$ cat config.mk
export PLATFORM = sky130hd
export DESIGN_NAME = operand_nibble_serializer
export DESIGN_NICKNAME = d
export VERILOG_FILES = /design/src/rtl/nibble_ser_pkg.sv /design/src/rtl/operand_skid_buf.sv /design/src/rtl/operand_nibble_serializer.sv
export SDC_FILE = /design/constraint.sdc
export NUM_CORES = 1
export LEC_CHECK = 0
export BUFFER_PORTS_ARGS = -buffer_cell sky130_fd_sc_hd__buf_2
export CAP_MARGIN = 20
export CORE_MARGIN = 4
export CORE_UTILIZATION = 38
export DETAILED_ROUTE_END_ITERATION = 8
export PLACE_DENSITY = 0.63
export SLEW_MARGIN = 20
export SYNTH_ARGS = -nofsm -noshare
export SYNTH_HDL_FRONTEND = slang
export SYNTH_SLANG_ARGS = --single-unit
export TNS_END_PERCENT = 20
$ cat constraint.sdc
create_clock -name clk -period 10.5 [get_ports clk]
set_clock_uncertainty 0.2 [all_clocks]
set_input_delay 0.525 -clock clk [delete_from_list [all_inputs] [get_ports clk]]
set_output_delay 0.525 -clock clk [all_outputs]
set_load 0.005 [all_outputs]
$ cat src/rtl/nibble_ser_pkg.sv
// Shared types and constants for the operand nibble serializer and its skid buffer.
package nibble_ser_pkg;

    localparam int WORD_W           = 64;
    localparam int NIBBLE_W         = 4;
    localparam int NIBBLES_PER_WORD = 16;
    localparam int IDX_W            = $clog2(NIBBLES_PER_WORD);
    localparam int CREDIT_W         = 3;
    localparam int GAP_CNT_W        = 16;

    localparam logic [IDX_W-1:0] LAST_IDX = IDX_W'(NIBBLES_PER_WORD - 1);

    typedef enum logic [1:0] {
        IDLE,
        SEND,
        GAP
    } ser_state_t;

    typedef struct packed {
        logic [WORD_W-1:0] a;
        logic [WORD_W-1:0] b;
    } operand_pair_t;

    function automatic logic [NIBBLE_W-1:0] top_nibble(input logic [WORD_W-1:0] w);
        return w[WORD_W-1 -: NIBBLE_W];
    endfunction

endpackage

$ cat src/rtl/operand_skid_buf.sv
// Two-entry operand-pair FIFO with a registered ready and a pop port driven by the
// serializer FSM.
module operand_skid_buf
    import nibble_ser_pkg::*;
(
    input  logic          clk,
    input  logic          rst_n,
    input  logic          i_push_valid,
    output logic          o_push_ready,
    input  operand_pair_t i_push_data,
    input  logic          i_pop,
    output operand_pair_t o_head,
    output logic          o_empty
);

    operand_pair_t r_mem [2];
    logic [1:0]    r_count;
    logic          r_wr_ptr;
    logic          r_rd_ptr;
    logic          r_ready;

    logic          w_push;
    logic          w_pop;
    logic [1:0]    w_count_nxt;

    // Ready is registered, so a push can never land on a full buffer.
    assign w_push = i_push_valid && r_ready;
    assign w_pop  = i_pop && (r_count != 2'd0);

    always_comb begin
        // NOTE: every always_comb output gets a default first; a path that leaves it unassigned infers a latch.
        w_count_nxt = r_count;
        case ({w_push, w_pop})
            2'b10:   w_count_nxt = r_count + 2'd1;
            2'b01:   w_count_nxt = r_count - 2'd1;
            default: w_count_nxt = r_count;
        endcase
    end

    // NOTE: payload storage has no reset; validity lives only in the count and pointers.
    always_ff @(posedge clk) begin
        if (w_push) begin
            r_mem[r_wr_ptr] <= i_push_data;
        end
    end

    always_ff @(posedge clk) begin
        if (!rst_n) begin
            r_count  <= 2'd0;
            r_wr_ptr <= 1'b0;
            r_rd_ptr <= 1'b0;
            r_ready  <= 1'b1;
        end else begin
            // NOTE: sequential state uses non-blocking assignment so every flop samples pre-edge values.
            r_count <= w_count_nxt;
            r_ready <= (w_count_nxt != 2'd2);
            if (w_push) begin
                r_wr_ptr <= ~r_wr_ptr;
            end
            if (w_pop) begin
                r_rd_ptr <= ~r_rd_ptr;
            end
        end
    end

    assign o_push_ready = r_ready;
    assign o_head       = r_mem[r_rd_ptr];
    assign o_empty      = (r_count == 2'd0);

endmodule

$ cat src/rtl/operand_nibble_serializer.sv
// Buffers 64-bit operand pairs and streams them as credit-limited 16-nibble frames, MSB first.
// Optional statistics counters (frames_sent, stall_cycles) are built when NIBBLE_SER_STATS_EN is defined.
module operand_nibble_serializer
    import nibble_ser_pkg::*;
#(
    parameter int MAX_CREDITS = 4,
    parameter int MIN_GAP     = 0
) (
    input  logic                clk,
    input  logic                rst_n,
    input  logic                in_valid,
    output logic                in_ready,
    input  logic [WORD_W-1:0]   in_a,
    input  logic [WORD_W-1:0]   in_b,
    output logic                start,
    output logic [NIBBLE_W-1:0] data_out1,
    output logic [NIBBLE_W-1:0] data_out2,
    input  logic                credit_ret,
    output logic [CREDIT_W-1:0] credits,
    output logic                busy,
    output logic                credit_err
`ifdef NIBBLE_SER_STATS_EN
    ,
    output logic [15:0]         frames_sent,
    output logic [15:0]         stall_cycles
`endif
);

    localparam logic [CREDIT_W-1:0]  CRED_MAX = CREDIT_W'(MAX_CREDITS);
    localparam logic [GAP_CNT_W-1:0] GAP_LAST = GAP_CNT_W'(MIN_GAP - 1);

    ser_state_t          r_state;
    logic [IDX_W-1:0]    r_idx;
    logic [GAP_CNT_W-1:0] r_gap_cnt;
    logic [WORD_W-1:0]   r_sh_a;
    logic [WORD_W-1:0]   r_sh_b;
    logic                r_start;
    logic [NIBBLE_W-1:0] r_lane_a;
    logic [NIBBLE_W-1:0] r_lane_b;
    logic [CREDIT_W-1:0] r_credits;
    logic                r_credit_err;

    logic                w_buf_ready;
    logic                w_buf_empty;
    operand_pair_t       w_push_data;
    operand_pair_t       w_head;
    logic                w_launch_ok;
    logic                w_at_last;
    logic                w_launch;

    assign w_push_data = '{a: in_a, b: in_b};

    operand_skid_buf u_skid_buf (
        .clk          (clk),
        .rst_n        (rst_n),
        .i_push_valid (in_valid),
        .o_push_ready (w_buf_ready),
        .i_push_data  (w_push_data),
        .i_pop        (w_launch),
        .o_head       (w_head),
        .o_empty      (w_buf_empty)
    );

    // A launch is only taken from IDLE or, with no gap, straight off the last nibble.
    assign w_launch_ok = !w_buf_empty && (r_credits != '0);
    assign w_at_last   = (r_state == SEND) && (r_idx == LAST_IDX);
    assign w_launch    = w_launch_ok && ((r_state == IDLE) || (w_at_last && (MIN_GAP == 0)));

    always_ff @(posedge clk) begin
        if (!rst_n) begin
            r_state   <= IDLE;
            r_idx     <= '0;
            r_gap_cnt <= '0;
            r_sh_a    <= '0;
            r_sh_b    <= '0;
            r_start   <= 1'b0;
            r_lane_a  <= '0;
            r_lane_b  <= '0;
        end else begin
            r_start  <= 1'b0;
            r_lane_a <= '0;
            r_lane_b <= '0;
            if (w_launch) begin
                r_state  <= SEND;
                r_idx    <= '0;
                r_start  <= 1'b1;
                r_lane_a <= top_nibble(w_head.a);
                r_lane_b <= top_nibble(w_head.b);
                r_sh_a   <= w_head.a << NIBBLE_W;
                r_sh_b   <= w_head.b << NIBBLE_W;
            end else begin
                case (r_state)
                    SEND: begin
                        if (w_at_last) begin
                            // The exit cycle already shows one zero, so a gap of one needs no GAP state.
                            if (MIN_GAP >= 2) begin
                                r_state   <= GAP;
                                r_gap_cnt <= GAP_CNT_W'(1);
                            end else begin
                                r_state <= IDLE;
                            end
                        end else begin
                            r_idx    <= r_idx + 1'b1;
                            r_lane_a <= top_nibble(r_sh_a);
                            r_lane_b <= top_nibble(r_sh_b);
                            r_sh_a   <= r_sh_a << NIBBLE_W;
                            r_sh_b   <= r_sh_b << NIBBLE_W;
                        end
                    end
                    GAP: begin
                        if (r_gap_cnt == GAP_LAST) begin
                            r_state <= IDLE;
                        end else begin
                            r_gap_cnt <= r_gap_cnt + 1'b1;
                        end
                    end
                    default: r_state <= IDLE;
                endcase
            end
        end
    end

    always_ff @(posedge clk) begin
        if (!rst_n) begin
            r_credits    <= CRED_MAX;
            r_credit_err <= 1'b0;
        end else if (w_launch && !credit_ret) begin
            r_credits <= r_credits - 1'b1;
        end else if (credit_ret && !w_launch) begin
            if (r_credits == CRED_MAX) begin
                r_credit_err <= 1'b1;
            end else begin
                r_credits <= r_credits + 1'b1;
            end
        end
    end

`ifdef NIBBLE_SER_STATS_EN
    logic [15:0] r_frames_sent;
    logic [15:0] r_stall_cycles;

    always_ff @(posedge clk) begin
        if (!rst_n) begin
            r_frames_sent  <= '0;
            r_stall_cycles <= '0;
        end else begin
            if (w_launch) begin
                r_frames_sent <= r_frames_sent + 1'b1;
            end
            if (!w_buf_empty && (r_credits == '0) && (r_stall_cycles != 16'hFFFF)) begin
                r_stall_cycles <= r_stall_cycles + 1'b1;
            end
        end
    end

    assign frames_sent  = r_frames_sent;
    assign stall_cycles = r_stall_cycles;
`endif

    assign in_ready   = w_buf_ready;
    assign start      = r_start;
    assign data_out1  = r_lane_a;
    assign data_out2  = r_lane_b;
    assign credits    = r_credits;
    assign credit_err = r_credit_err;
    assign busy       = (r_state != IDLE) || !w_buf_empty;

endmodule
## Yosys cells after proc, flatten, opt, wreduce, memory -nomap -nowiden

Memories as Yosys holds them, arrays and structs flattened. A register that Yosys moved wholly into a read port is not among the register bits.
Index checks and enable logic that the tools add are counted.

- Flip-flop bits (word level): 160
- Memory bits (writable): 256
- Input port bits: 132
- Output and inout bits: 15
- Logic and storage cells: 95
- Memories: 1

- Add/subtract/negate cells: 6
- Equality and inequality tests: 14
- Multiplexer cells: 25
- Bitwise operators: 7
- Reduce and logical (&&, ||, !) cells: 27

Memories:

| memory | words | bits a word | read ports | clocked after memory_dff | wr ports | line | source |
|---|---|---|---|---|---|---|---|
| u_skid_buf.r_mem | 2 | 128 | 1 | 1 | 1 | operand_skid_buf.sv:16 | `operand_pair_t r_mem [2];` |

Operator list:

| kind | number |
|---|---|
| 64-bit two-way mux | 6 |
| 4-bit two-way mux | 6 |
| 16-bit by 1-bit adder with 16-bit output (second input constant) | 1 |
| 16-bit equality test (second input constant) | 1 |
| 2-bit AND reduction | 5 |
| 3-bit two-way mux | 3 |
| 2-bit inequality test (second input constant) | 4 |
| 2-bit one-hot mux with 2 select lines | 2 |
| 2-bit nonzero test | 4 |
| 1-bit logical AND | 7 |
| 1-bit NOT | 7 |
| 1-bit two-way mux | 6 |
| 3-bit by 2-bit inequality test with 1-bit output (second input constant) | 2 |
| 3-bit AND reduction | 2 |
| 4-bit by 1-bit adder with 4-bit output (second input constant) | 1 |
| 2-bit by 1-bit equality test with 1-bit output (second input constant) | 2 |
| 2-bit equality test (second input constant) | 2 |
| 4-bit equality test (second input constant) | 1 |
| 2-bit logical NOT | 2 |
| 2-bit two-way mux | 2 |
| 3-bit by 1-bit adder with 3-bit output (second input constant) | 1 |
| 3-bit equality test (second input constant) | 1 |
| 1-bit logical NOT | 3 |
| 3-bit nonzero test | 1 |
| 6 further kinds | 7 |

## Logic depth before layout (Yosys ltp)

- Word-level depth: 8
- Gate-level depth with buffers: 13
- Depth with buffers taken out: 12

## Modules after synthesis

Synthesis repeated with hierarchy kept, for this count alone.

- Cells, all modules: 1,180
- Area, all modules: 15,376.0 um^2

By module, submodules not included:

| module | instances | cells an instance | area each (um^2) |
|---|---|---|---|
| operand_skid_buf | 1 | 426 | 9,489.1 |
| operand_nibble_serializer | 1 | 754 | 5,886.9 |

## Worst setup path after synthesis

OpenSTA, ideal clock, no wires.

- Kind: input to register
- Start point: input port in_valid
- End point: memory u_skid_buf.r_mem[0][0] in the netlist's numbering (enable)
- Library setup time: 0.617 ns
- Arrival: 5.941 ns
- Required time: 9.683 ns
- Slack: 3.743 ns
- Stages: 2
- Path buffers: 0
- Cells stage by stage: nand2_1 > nor2_1

- Word-level cells in the longest chain between the ends: 3

RTL lines:

| item | line | source |
|---|---|---|
| start, declared | operand_nibble_serializer.sv:11 | `input logic in_valid,` |
| 1-bit logical AND | operand_skid_buf.sv:27 | `assign w_push = i_push_valid && r_ready;` |
| 1-bit two-way mux | operand_skid_buf.sv:42 | `if (w_push) begin` |
| 1-bit two-way mux (not written as such) | operand_skid_buf.sv:43 | `r_mem[r_wr_ptr] <= i_push_data;` |
| end, declared | operand_skid_buf.sv:16 |  |

No other way between the ends.

## Worst setup path in the final report

- Start point: register r_idx[0]
- End point: register r_credits[2] (netlist: credits[2])

- Word-level cells in the longest chain between the ends: 8

RTL lines:

| item | line | source |
|---|---|---|
| start, declared | operand_nibble_serializer.sv:33 | `logic [IDX_W-1:0] r_idx;` |
| start signal, assigned | operand_nibble_serializer.sv:103 | `r_idx <= r_idx + 1'b1;` |
| 4-bit equality test (*) | operand_nibble_serializer.sv:66 | `assign w_at_last = (r_state == SEND) && (r_idx == LAST_IDX);` |
| 1-bit logical AND (*) | operand_nibble_serializer.sv:66 |  |
| 1-bit logical OR (*) | operand_nibble_serializer.sv:67 | `assign w_launch = w_launch_ok && ((r_state == IDLE) \|\| (w_at_last && (MIN_GAP == 0)));` |
| 1-bit logical AND (*) | operand_nibble_serializer.sv:67 |  |
| 1-bit logical NOT | operand_nibble_serializer.sv:129 | `end else if (credit_ret && !w_launch) begin` |
| 1-bit logical AND | operand_nibble_serializer.sv:129 |  |
| 2-bit nonzero test (no line) | n/a |  |
| 2-bit AND reduction (no line) | n/a |  |
| end signal, assigned | operand_nibble_serializer.sv:128 | `r_credits <= r_credits - 1'b1;` |
| end signal, assigned | operand_nibble_serializer.sv:133 | `r_credits <= r_credits + 1'b1;` |
| end, declared | operand_nibble_serializer.sv:40 | `logic [CREDIT_W-1:0] r_credits;` |

Mark *: on every way between the ends. The rest lies on a longest branch, timed or not.
A chain may end at the register's enable or synchronous reset.

==> qor.yml <==
floorplanning:
  die_y_um: 213
  ios: 147
  coreArea_um2: 41100
  initial_core_util_pct: 38.7
  die_w_um: 213
  die_area_um2: 45200
  num_rows: 74
logic_synthesis:
  synth_area_per_cell_um2: 13.8
  seq_area_frac_synth_pct: 66.4
  synth.most_common_cell: "edfxtp_1"
  synth_top_cell_area_share_pct: 48.3
  ys_types: 36
  synth_edf_count: 256
  yosysWarnings: 0
  synthCells: 1154
  synth_ff_type: "edfxtp_1"
  synth_nets: 1291
  syn_area_um2: 15900
  yosys_register_bits: 400
  synth_top_area_cell: "edfxtp_1"
  synth_area_leaders: "edfxtp_1, dfxtp_1, mux2i_1"
  synthArstFlopShare_pct: 0
  ys_top_cells_by_count: "edfxtp_1, nand2_1, dfxtp_1, mux2i_1, a21oi_2"
global_routing:
  grt_max_degree: 181
  grt_pass1_vias: 9628
  antenna_found_initial: 1
  grt_overflow: 0
  grt_first_pass_wirelength_mm: 53.6
  grt_use_total_pct: 14.8
hold_path:
  holdCritStartpoint: "in_a[36]"
  hold_end: "u_skid_buf.r_mem[1][100]$_DFFE_PP_"
  holdPathStages: 1
  hp-class: "primary input to flop"
route:
  wl_per_cell_um: 17.5
  route.detailed.drc: 0
  postRouteAntennaNets: 0
  via_count: 9592
  viasPerCell: 4.92
  dr.pass1.iters: 5
  wl_mm: 34.1
  drt-initial-drc-count: 511
setup_path:
  crit_buf_inv: 2
  required_ps: 10710
  cp-start-kind: "flop"
  r2r_setup_slack_ps: 6610
  r2r_end: "credits[2]$_SDFFE_PN1P_"
  cp_num_cells: 12
  crit_chain: "ha_1 -> nand3_1 -> nand2_4 -> nand2_1 -> inv_1 -> ha_1 -> inv_1 -> fa_1 -> xor2_1 -> a311oi_1 -> xnor2_1 -> nand2_1"
  cp.arrival_ps: 4110
  worstSetupPathType: "flop to flop"
  r2r-start: "r_idx[0]$_SDFFE_PP0P_"
  path_delay_family: "simple AND/OR/NAND/NOR gates"
  r2r_cells: 12
  crit_path_top_delay_cell: "nand2_4"
  end_kind: "flop"
  crit_path_max_incr_delay_ps: 670
  crit_start: "r_idx[0]$_SDFFE_PP0P_"
  crit_fanout: 57
pwr:
  power_density_nw_per_um2: 271
  pwr-share-comb_pct: 30.9
  leakage_nw: 6.66
  p_switching_mw: 1.73
  internal_power_mw: 3.55
  swShare_pct: 32.8
  worst_ir_drop_vdd_mv: 0.187
  clockPowerShare_pct: 27.0
  pwr-share-seq_pct: 42.1
  total_power_mw: 5.28
clocking:
  cts_num_sinks: 400
  cts-buffers-inserted: 41
  path_clk_slew_ps: 60
  cts-root-buf: "clkbuf_16"
  worst_skew_pair.late_latency_ps: 540
  htreeDepth: 2
  cts_max_path_buffers: 3
  cts_tree: "yes"
  cts_resized: 0
sta:
  period_minus_slack_ps: 3890
  tns_ps: 0
  slew_headroom_pct: 20.7
  setup_viol: 0
  drv_slew: 0
  finalHoldViolations: 0
  finalCritPeriodShare_pct: 37.1
  rsz0062_at_grt: "false"
  fmax_mhz: 257
  worst_pin_slew_ps: 1190
  whs_ps: 17.2
place:
  gp_congestion: 0.769
  io_buffers: 146
  dp_hpwl_mm: 19.9
job:
  max-cap-violations: 0
layout:
  nets: 1522
  syn2layout_area_growth_pct: 22.2
  drive_above_1_share_pct: 31.3
  insertedDiodeCount: 0
  final_util_pct: 47.4
  fillers: 3680
run_status:
  status: "completed"
## power groups by stage
stage / Clock, mW / Sequential, mW / Combinational (mW)
2_1_floorplan: 0 / 2.22 / 1.36
3_3_place_gp: 0 / 2.25 / 1.60
3_5_place_dp: 0 / 2.26 / 1.63
4_1_cts: 1.46 / 2.23 / 1.67
5_1_grt: 1.53 / 2.26 / 1.81
6_report: 1.43 / 2.23 / 1.63
## worst register-to-register path, stage by stage, from the launching register on
cell,delay (ps)
dfxtp_1,370
ha_1,200
nand3_1,200
nand2_4,670
nand2_1,250
inv_1,420
ha_1,280
inv_1,100
fa_1,380
xor2_1,150
a311oi_1,350
xnor2_1,170
nand2_1,60
## per-stage QoR
step	area, µm²	setup slack (ps)	instances
after CTS	19400	6620	1947
final	19500	6610	1949
after global routing	19500	6300	1949
after floorplan	15900	3740	1154
after global placement	17000	6720	1759
after detailed placement	17000	6610	1759
## worst max-delay path by stage
stage	end	slack, ps
after floorplan	u_skid_buf.r_mem[0][0]$_DFFE_PP_	3740
after global placement	credits[2]$_SDFFE_PN1P_	6720
after detailed placement	credits[2]$_SDFFE_PN1P_	6610
after CTS	credits[2]$_SDFFE_PN1P_	6620
after global routing	credits[2]$_SDFFE_PN1P_	6300
final	credits[2]$_SDFFE_PN1P_	6610
## kinds of logic after synthesis
logic type                 synth area share (%)
DFF                                        66.4
AOI/OAI and AO/OA                          14.1
adders and majority gates                 0.440
xor gates and xnor gates                  0.330
buffers and inverters                      2.99
muxes                                      8.17
and+or+nand+nor                            7.59
## sequential cells by signal (all words and copies together), names as in the netlist, named ones only
| name | flops |
|---|---|
| u_skid_buf.r_rd_ptr | 1 |
| data_out1 | 4 |
| data_out2 | 4 |
| u_skid_buf.r_wr_ptr | 1 |
| credits | 3 |
| credit_err | 1 |
| start | 1 |
| r_sh_b | 60 |
| r_idx | 4 |
| r_sh_a | 60 |
| u_skid_buf.r_count | 2 |
| u_skid_buf.r_mem | 256 |
| r_state | 1 |
| u_skid_buf.o_push_ready | 1 |
## metal layers
| layer | part of all wire, % | global-route usage (%) | wire (µm) |
|---|---|---|---|
| met3 | 4.2 | 2.59 | 1440 |
| met2 | 47 | 23.4 | 15900 |
| met5 | 0.035 | 0 | 12 |
| met1 | 47 | 21.4 | 16100 |
| met4 | 2.0 | 3.93 | 695 |
## layout make-up
cell class                      count  area [µm²]  area share, %
Multi-Input combinational cell    664        4900           25.2
Clock buffer                       61        1170           6.02
Clock inverter                     14         149          0.765
Inverter                            7        31.3          0.161
Tap cell                          532         666           3.42
Sequential cell                   400       10600           54.3
Timing Repair Buffer              271        1970           10.1
## timing repair
item,CTS,global route
buffers inserted,0,0
endpoints found under the hold margin,224,3
hold buffers,113,2
## cell usage in the layout (no fill, tap or decap), types with 27 or more instances in the layout
cell type      synthesis  final
nand2_1              160    159
a21oi_1               47     47
buf_2                 35    146
nor2_1                28     27
a21oi_2               71     71
nand2_2               70     70
dlygate4sd3_1          0    115
o211ai_1              42     42
dfxtp_1              144    143
mux2i_1              121    121
o211ai_2              70     70
clkbuf_16              0     41
edfxtp_1             256    256
Power figures use the tool's default switching activity.
